<file path="src/rtl/systolic_sequencer_if.sv">
// Bus between the systolic sequencer and its surroundings: the host handshake
// (ap_start/ap_done/busy/err), the instruction memory, the operand memories,
// the PE array and the output memory.
//   master : the sequencer side (drives addresses, enables and handshake outputs)
//   slave  : the memory/array/host side
interface systolic_sequencer_if;
  logic        ap_start;
  logic        ap_done;
  logic        busy;
  logic        err;
  logic [2:0]  inst_addr;
  logic [4:0]  inst_data;
  logic [4:0]  curr_inst;
  logic [7:0]  mem_col;
  logic        mem_rd;
  logic        arr_clear;
  logic        arr_en;
  logic [3:0]  res_sel;
  logic [31:0] res_data;
  logic [6:0]  out_addr;
  logic [31:0] out_data;
  logic        out_we;

  modport master (
    input  ap_start, inst_data, res_data,
    output ap_done, busy, err, inst_addr, curr_inst, mem_col, mem_rd,
           arr_clear, arr_en, res_sel, out_addr, out_data, out_we
  );

  modport slave (
    output ap_start, inst_data, res_data,
    input  ap_done, busy, err, inst_addr, curr_inst, mem_col, mem_rd,
           arr_clear, arr_en, res_sel, out_addr, out_data, out_we
  );
endinterface

</file>
<file path="src/rtl/systolic_sequencer.sv">
// Control FSM for a 4x4 systolic PE array. On ap_start it walks the
// instruction memory; each nonzero instruction x runs one 4 x x by x x 4
// product: clear the array, stream L pre-skewed operand columns from memA/memB,
// flush one step, then drain the 16 accumulators into the output memory.
// Ports:
//   clk  : rising-edge clock
//   rst  : asynchronous active-low reset
//   bus  : master side of systolic_sequencer_if (handshake, inst/operand
//          memory reads, array control, result readout, output writes)
module systolic_sequencer #(
  parameter int unsigned COLS  = 256,
  parameter int unsigned NINST = 8
) (
  input logic                  clk,
  input logic                  rst,
  systolic_sequencer_if.master bus
);

  localparam logic [3:0] StIdle   = 4'd0;
  localparam logic [3:0] StFetch  = 4'd1;
  localparam logic [3:0] StCheck  = 4'd2;
  localparam logic [3:0] StClear  = 4'd3;
  localparam logic [3:0] StStream = 4'd4;
  localparam logic [3:0] StFlush  = 4'd5;
  localparam logic [3:0] StDrain  = 4'd6;
  localparam logic [3:0] StNext   = 4'd7;
  localparam logic [3:0] StDone   = 4'd8;

  localparam logic [9:0] ColsLim = 10'(COLS);
  localparam logic [3:0] KLast   = 4'(NINST - 1);

  logic [3:0] state_q, state_d;
  logic [3:0] k_q, k_d;
  logic [8:0] col_q, col_d;
  logic [5:0] cnt_q, cnt_d;
  logic [4:0] curr_inst_q, curr_inst_d;
  logic       err_q, err_d;
  logic       arr_en_q;

  logic [5:0] chk_len;
  logic [5:0] run_len;
  logic       chk_ovf;

  // Columns used by one instruction; the first one carries one less pad column.
  function automatic logic [5:0] inst_len(input logic [4:0] x, input logic first);
    return {1'b0, x} + (first ? 6'd6 : 6'd7);
  endfunction

  assign chk_len = inst_len(bus.inst_data, k_q == 4'd0);
  assign run_len = inst_len(curr_inst_q, k_q == 4'd0);
  assign chk_ovf = ({1'b0, col_q} + {4'b0, chk_len}) > ColsLim;

  always_comb begin
    state_d     = state_q;
    k_d         = k_q;
    col_d       = col_q;
    cnt_d       = cnt_q;
    curr_inst_d = curr_inst_q;
    err_d       = err_q;
    case (state_q)
      StIdle: begin
        if (bus.ap_start) begin
          k_d     = 4'd0;
          col_d   = 9'd0;
          cnt_d   = 6'd0;
          err_d   = 1'b0;
          state_d = StFetch;
        end
      end
      StFetch: state_d = StCheck;
      StCheck: begin
        curr_inst_d = bus.inst_data;
        if (bus.inst_data == 5'd0) begin
          state_d = StDone;
        end else if (chk_ovf) begin
          err_d   = 1'b1;
          state_d = StDone;
        end else begin
          state_d = StClear;
        end
      end
      StClear: begin
        cnt_d   = 6'd0;
        state_d = StStream;
      end
      StStream: begin
        if (cnt_q == run_len - 6'd1) begin
          cnt_d   = 6'd0;
          state_d = StFlush;
        end else begin
          cnt_d = cnt_q + 6'd1;
        end
      end
      StFlush: begin
        cnt_d   = 6'd0;
        state_d = StDrain;
      end
      StDrain: begin
        if (cnt_q == 6'd15) begin
          cnt_d   = 6'd0;
          state_d = StNext;
        end else begin
          cnt_d = cnt_q + 6'd1;
        end
      end
      StNext: begin
        col_d   = col_q + {3'b0, run_len};
        k_d     = k_q + 4'd1;
        state_d = (k_q == KLast) ? StDone : StFetch;
      end
      StDone:  state_d = StIdle;
      default: state_d = StIdle;
    endcase
  end

  always_ff @(posedge clk or negedge rst) begin
    if (!rst) begin
      state_q     <= StIdle;
      k_q         <= 4'd0;
      col_q       <= 9'd0;
      cnt_q       <= 6'd0;
      curr_inst_q <= 5'd0;
      err_q       <= 1'b0;
      arr_en_q    <= 1'b0;
    end else begin
      state_q     <= state_d;
      k_q         <= k_d;
      col_q       <= col_d;
      cnt_q       <= cnt_d;
      curr_inst_q <= curr_inst_d;
      err_q       <= err_d;
      // Operand data arrives one cycle after the read, so the array steps one cycle late.
      arr_en_q    <= (state_q == StStream);
    end
  end

  assign bus.busy      = (state_q != StIdle);
  assign bus.ap_done   = (state_q == StDone);
  assign bus.err       = err_q;
  assign bus.curr_inst = curr_inst_q;
  // Once k runs off the end, hold the last address instead of wrapping to 0.
  assign bus.inst_addr = k_q[3] ? 3'd7 : k_q[2:0];
  assign bus.mem_rd    = (state_q == StStream);
  assign bus.mem_col   = (state_q == StStream) ? (col_q[7:0] + {2'b0, cnt_q}) : 8'd0;
  assign bus.arr_clear = (state_q == StClear);
  assign bus.arr_en    = arr_en_q;
  assign bus.out_we    = (state_q == StDrain);
  assign bus.res_sel   = (state_q == StDrain) ? cnt_q[3:0] : 4'd0;
  assign bus.out_addr  = (state_q == StDrain) ? {k_q[2:0], cnt_q[3:0]} : 7'd0;
  assign bus.out_data  = bus.res_data;

endmodule

</file>
<file path="src/flat_wrapper.sv">
// flat-port wrapper written by rule: the top's interface ports become plain ports
module systolic_sequencer_flat 
#(
  parameter int unsigned COLS  = 256,
  parameter int unsigned NINST = 8
)
  (clk, rst, bus_ap_start, bus_inst_data, bus_res_data, bus_ap_done, bus_busy, bus_err, bus_inst_addr, bus_curr_inst, bus_mem_col, bus_mem_rd, bus_arr_clear, bus_arr_en, bus_res_sel, bus_out_addr, bus_out_data, bus_out_we);
  systolic_sequencer_if bus_i ();
  input logic clk;
  input logic rst;
  input wire logic [$bits(bus_i.ap_start)-1:0] bus_ap_start;
  input wire logic [$bits(bus_i.inst_data)-1:0] bus_inst_data;
  input wire logic [$bits(bus_i.res_data)-1:0] bus_res_data;
  output wire logic [$bits(bus_i.ap_done)-1:0] bus_ap_done;
  output wire logic [$bits(bus_i.busy)-1:0] bus_busy;
  output wire logic [$bits(bus_i.err)-1:0] bus_err;
  output wire logic [$bits(bus_i.inst_addr)-1:0] bus_inst_addr;
  output wire logic [$bits(bus_i.curr_inst)-1:0] bus_curr_inst;
  output wire logic [$bits(bus_i.mem_col)-1:0] bus_mem_col;
  output wire logic [$bits(bus_i.mem_rd)-1:0] bus_mem_rd;
  output wire logic [$bits(bus_i.arr_clear)-1:0] bus_arr_clear;
  output wire logic [$bits(bus_i.arr_en)-1:0] bus_arr_en;
  output wire logic [$bits(bus_i.res_sel)-1:0] bus_res_sel;
  output wire logic [$bits(bus_i.out_addr)-1:0] bus_out_addr;
  output wire logic [$bits(bus_i.out_data)-1:0] bus_out_data;
  output wire logic [$bits(bus_i.out_we)-1:0] bus_out_we;
  assign bus_i.ap_start = bus_ap_start;
  assign bus_i.inst_data = bus_inst_data;
  assign bus_i.res_data = bus_res_data;
  assign bus_ap_done = bus_i.ap_done;
  assign bus_busy = bus_i.busy;
  assign bus_err = bus_i.err;
  assign bus_inst_addr = bus_i.inst_addr;
  assign bus_curr_inst = bus_i.curr_inst;
  assign bus_mem_col = bus_i.mem_col;
  assign bus_mem_rd = bus_i.mem_rd;
  assign bus_arr_clear = bus_i.arr_clear;
  assign bus_arr_en = bus_i.arr_en;
  assign bus_res_sel = bus_i.res_sel;
  assign bus_out_addr = bus_i.out_addr;
  assign bus_out_data = bus_i.out_data;
  assign bus_out_we = bus_i.out_we;
  systolic_sequencer #(.COLS(COLS), .NINST(NINST)) u_core (.clk(clk), .rst(rst), .bus(bus_i));
endmodule
</file>
<file path="config.mk">
export PLATFORM = sky130hd
export DESIGN_NAME = systolic_sequencer_flat
export DESIGN_NICKNAME = d
export VERILOG_FILES = /design/src/rtl/systolic_sequencer_if.sv /design/src/rtl/systolic_sequencer.sv /design/src/flat_wrapper.sv
export SDC_FILE = /design/constraint.sdc
export NUM_CORES = 1
export LEC_CHECK = 0
export ABC_CLOCK_PERIOD_IN_PS = 3800
export CAP_MARGIN = 20
export CORE_AREA = 4 4 93 95
export DETAILED_ROUTE_END_ITERATION = 7
export DIE_AREA = 0 0 97 99
export PLACE_DENSITY = 0.7
export SYNTH_ARGS = -nofsm -noshare
export SYNTH_HDL_FRONTEND = slang
export SYNTH_SLANG_ARGS = --single-unit
</file>
<file path="constraint.sdc">
create_clock -name clk -period 3.8 [get_ports clk]
set_input_delay 0.38 -clock clk [delete_from_list [all_inputs] [get_ports clk]]
set_output_delay 0.38 -clock clk [all_outputs]
set_load 0.01 [all_outputs]
</file>
==> metrics.cfg <==
[floorplan]
die_w_um=97
rows=32
coreArea_mm2=0.00773
die_h_um=99
die_area_mm2=0.00960
initial_utilization_pct=39.4
num_io_pins=106

[clock_network]
htreeDepth=2
cts_hold_buf=0
ctsResizeCount=0
path_clk_slew_ps=70
post_cts_buffers=0
clockBufferDepth=2
clock-sinks=30
cts_buffers=5
cts_root_buffer=clkbuf_8
cts_tree=built
worstSkewPairLatency_ps=280

[timing]
fin_setup_tns_ps=0
final-setup-viol-count=0
timing.final.crit_share_pct=91.5
tightestPinTransition_ps=693
relSlewSlack_pct=53.6
post-route-min-period_ps=3480
finalHoldViolations=0
rsz0062_at_grt=false
skew_ps=5.93
clock.fmax_mhz=288
drv_slew=0

[placement]
dp.cells=454
dp_hpwl_mm=5.45
placed_area_mm2=0.00327
io_buffer_count=41
routabilityCongestion=0.898

[synthesis]
ys_warn_count=0
synth_area_per_cell_um2=8.55
ys_ff_latch=30
synth_edf_count=0
synth_compound_area_share_pct=18.9
ys_types=59
synth_fa_ha_area_share_pct=13.7
synthArstFlopShare_pct=100
synth_top_area_share_pct=24.7
syn_area_mm2=0.00304
syn_inst=356
yosys.area_share.simple_pct=17.8
synth_top_family_by_area=compound AO/OA/AOI/OAI gates
synth_ff_type=dfrtp_1
synthMuxAreaShare_pct=1.73
synth_xor_xnor_area_share_pct=8.92
synthDominantAreaCellType=dfrtp_1
ys_seq_area_share_pct=24.7
syn-num-nets=427
synthTopCellsByArea=dfrtp_1 25%, ha_1 11%, buf_4 9.1%, xnor2_1 4.0%, o21ai_0 3.8%

[finish]
final_nets=430
finalNonFillerCells=462
diodes=0
n_fill_cell=749
syn_to_final_growth_pct=12.3
multiInputGateArea_mm2=0.00186
finalInstanceArea_mm2=0.00342
ff_latch_area_um2=751
drive_gt1_share_pct=7.50

[critical_path]
cp-start-kind=flop
cp_max_fo=4
end_kind=flop
critical_path_class=flop to flop
worstPathRequired_ps=3990
worstPathArrival_ps=3660

[global_routing]
grt_max_degree=31
grt_pass1_wl_mm=11.4
grt_use_total_pct=14.5
grt_overflow=0
antenna_found_initial=0
grt_pass1_vias=2391

[routing]
vias=2444
viasPerCell=5.29
routed_wl_mm=6.76
drc_errors=0
first_pass_iters=5
drtAntennaViolNets=0
drt_iter0_markers=110
post_drt_wl_per_cell_um=14.6

[run_status]
status=finished clean

[power]
p_total_mw=2.89
ir_drop_uv=274
power_per_cell_area_mw_per_mm2=845
p_leak_nw=1.56

[flow_run]
cap_violations=0

[worst_hold_path]
hp-class=primary input to asynchronous set/reset pin

-- through the flow --
step / util [%] / worst slack [ps] / hold slack [ps]
2_1_floorplan: - / 644 / 84.4
3_5_place_dp: 42.3 / 102 / 534
3_3_place_gp: 42.3 / 240 / 521
5_1_grt: 44.3 / 90.4 / 521
4_1_cts: 44.2 / 198 / 498
6_report: 44.3 / 324 / 487
-- cell usage after synthesis (2+ instances only) --
library cell and count:
o31ai_1 8, nand2b_1 2, nor3_1 8, a211o_1 3, nor4_1 2, or2_2 4
and2_1 8, mux2_2 2, a21o_1 9, ha_1 27, xnor3_1 2, buf_2 2
nor2b_1 3, xnor2_1 14, a41oi_1 2, o21a_1 5, or3_1 2, dfrtp_1 30
o21ai_0 23, a21oi_1 8, nand2_1 24, fa_1 4, nand4_1 4, clkbuf_1 7
inv_1 29, and3_1 3, nor2_1 25, o211ai_1 3, mux2i_1 3, o2111ai_1 2
a21boi_0 2, nand3_1 14, xor2_1 10, buf_4 37
-- layer usage --
layer / vias up / share of wire (%) / track usage, %
met2: 71 / 49 / 24.9
li1: 1223 / - / -
met5: - / 0 / 0
met1: 1133 / 43 / 17.8
met3: 17 / 5.5 / 3.18
met4: 0 / 1.7 / 5.18
-- area by class of cell --
type	count	area share (%)
inverters	29	3.18
well taps	102	3.73
clock buffers	6	2.41
clock inverters	2	1.76
multi-input cells	250	54.5
repair buffers	43	12.4
flip-flops and latches	30	22.0
-- cell families (layout without fill, tap and decap cells) --
kind of cell / count (synthesis) / count (layout)
xor gates and xnor gates: 27 / 27
AOI/OAI and AO/OA: 80 / 80
DFF: 30 / 30
and+or+nand+nor: 107 / 107
adders and majority gates: 31 / 31
muxes: 5 / 5
buffers and inverters: 76 / 80
-- critical path, cell delays in order (launching register included) --
cell and delay [ps]:
dfrtp_1 410, inv_1 110, ha_1 150, nand2_1 110
fa_1 390, ha_1 220, fa_1 430, a211oi_2 230
o21bai_1 150, a21o_1 210, a2111oi_2 420, o21ai_1 160
a211o_1 310, o31ai_1 70
-- layout by cell type, fill, tap and decap left out, types with 9 or more instances in the layout --
cell type	instances
clkdlybuf4s50_1	41
nand3_1	14
a21o_1	9
dfrtp_1	30
nor2_1	25
xor2_1	10
ha_1	27
xnor2_1	14
o21ai_0	23
inv_1	29
nand2_1	24
-- report_power, final --
group / switching (mW) / internal (mW)
clock network: 0.122 / 0.280
registers: 0.202 / 0.432
logic: 0.981 / 0.872
total: 1.30 / 1.58
-- final timing paths --
check / slack (ps) / from / depth (start not counted) / end
max: 320 / u_core.k_q[1] / 13 / u_core.state_q[1]
min: 490 / rst / 2 / u_core.cnt_q[4]
max reg2reg: 320 / u_core.k_q[1] / 13 / u_core.state_q[1]
min reg2reg: 540 / u_core.bus.err / 2 / u_core.bus.err
max in group asynchronous: 3020 / rst / 2 / u_core.col_q[2]
min in group clk: 540 / u_core.bus.err / 2 / u_core.bus.err
-- registers in the layout (all words and copies together), names as in the netlist --
register / cells
u_core.col_q: 9
u_core.cnt_q: 6
u_core.bus.curr_inst: 5
u_core.k_q: 4
u_core.state_q: 4
u_core.bus.arr_en: 1
u_core.bus.err: 1
Power figures use the tool's default switching activity.
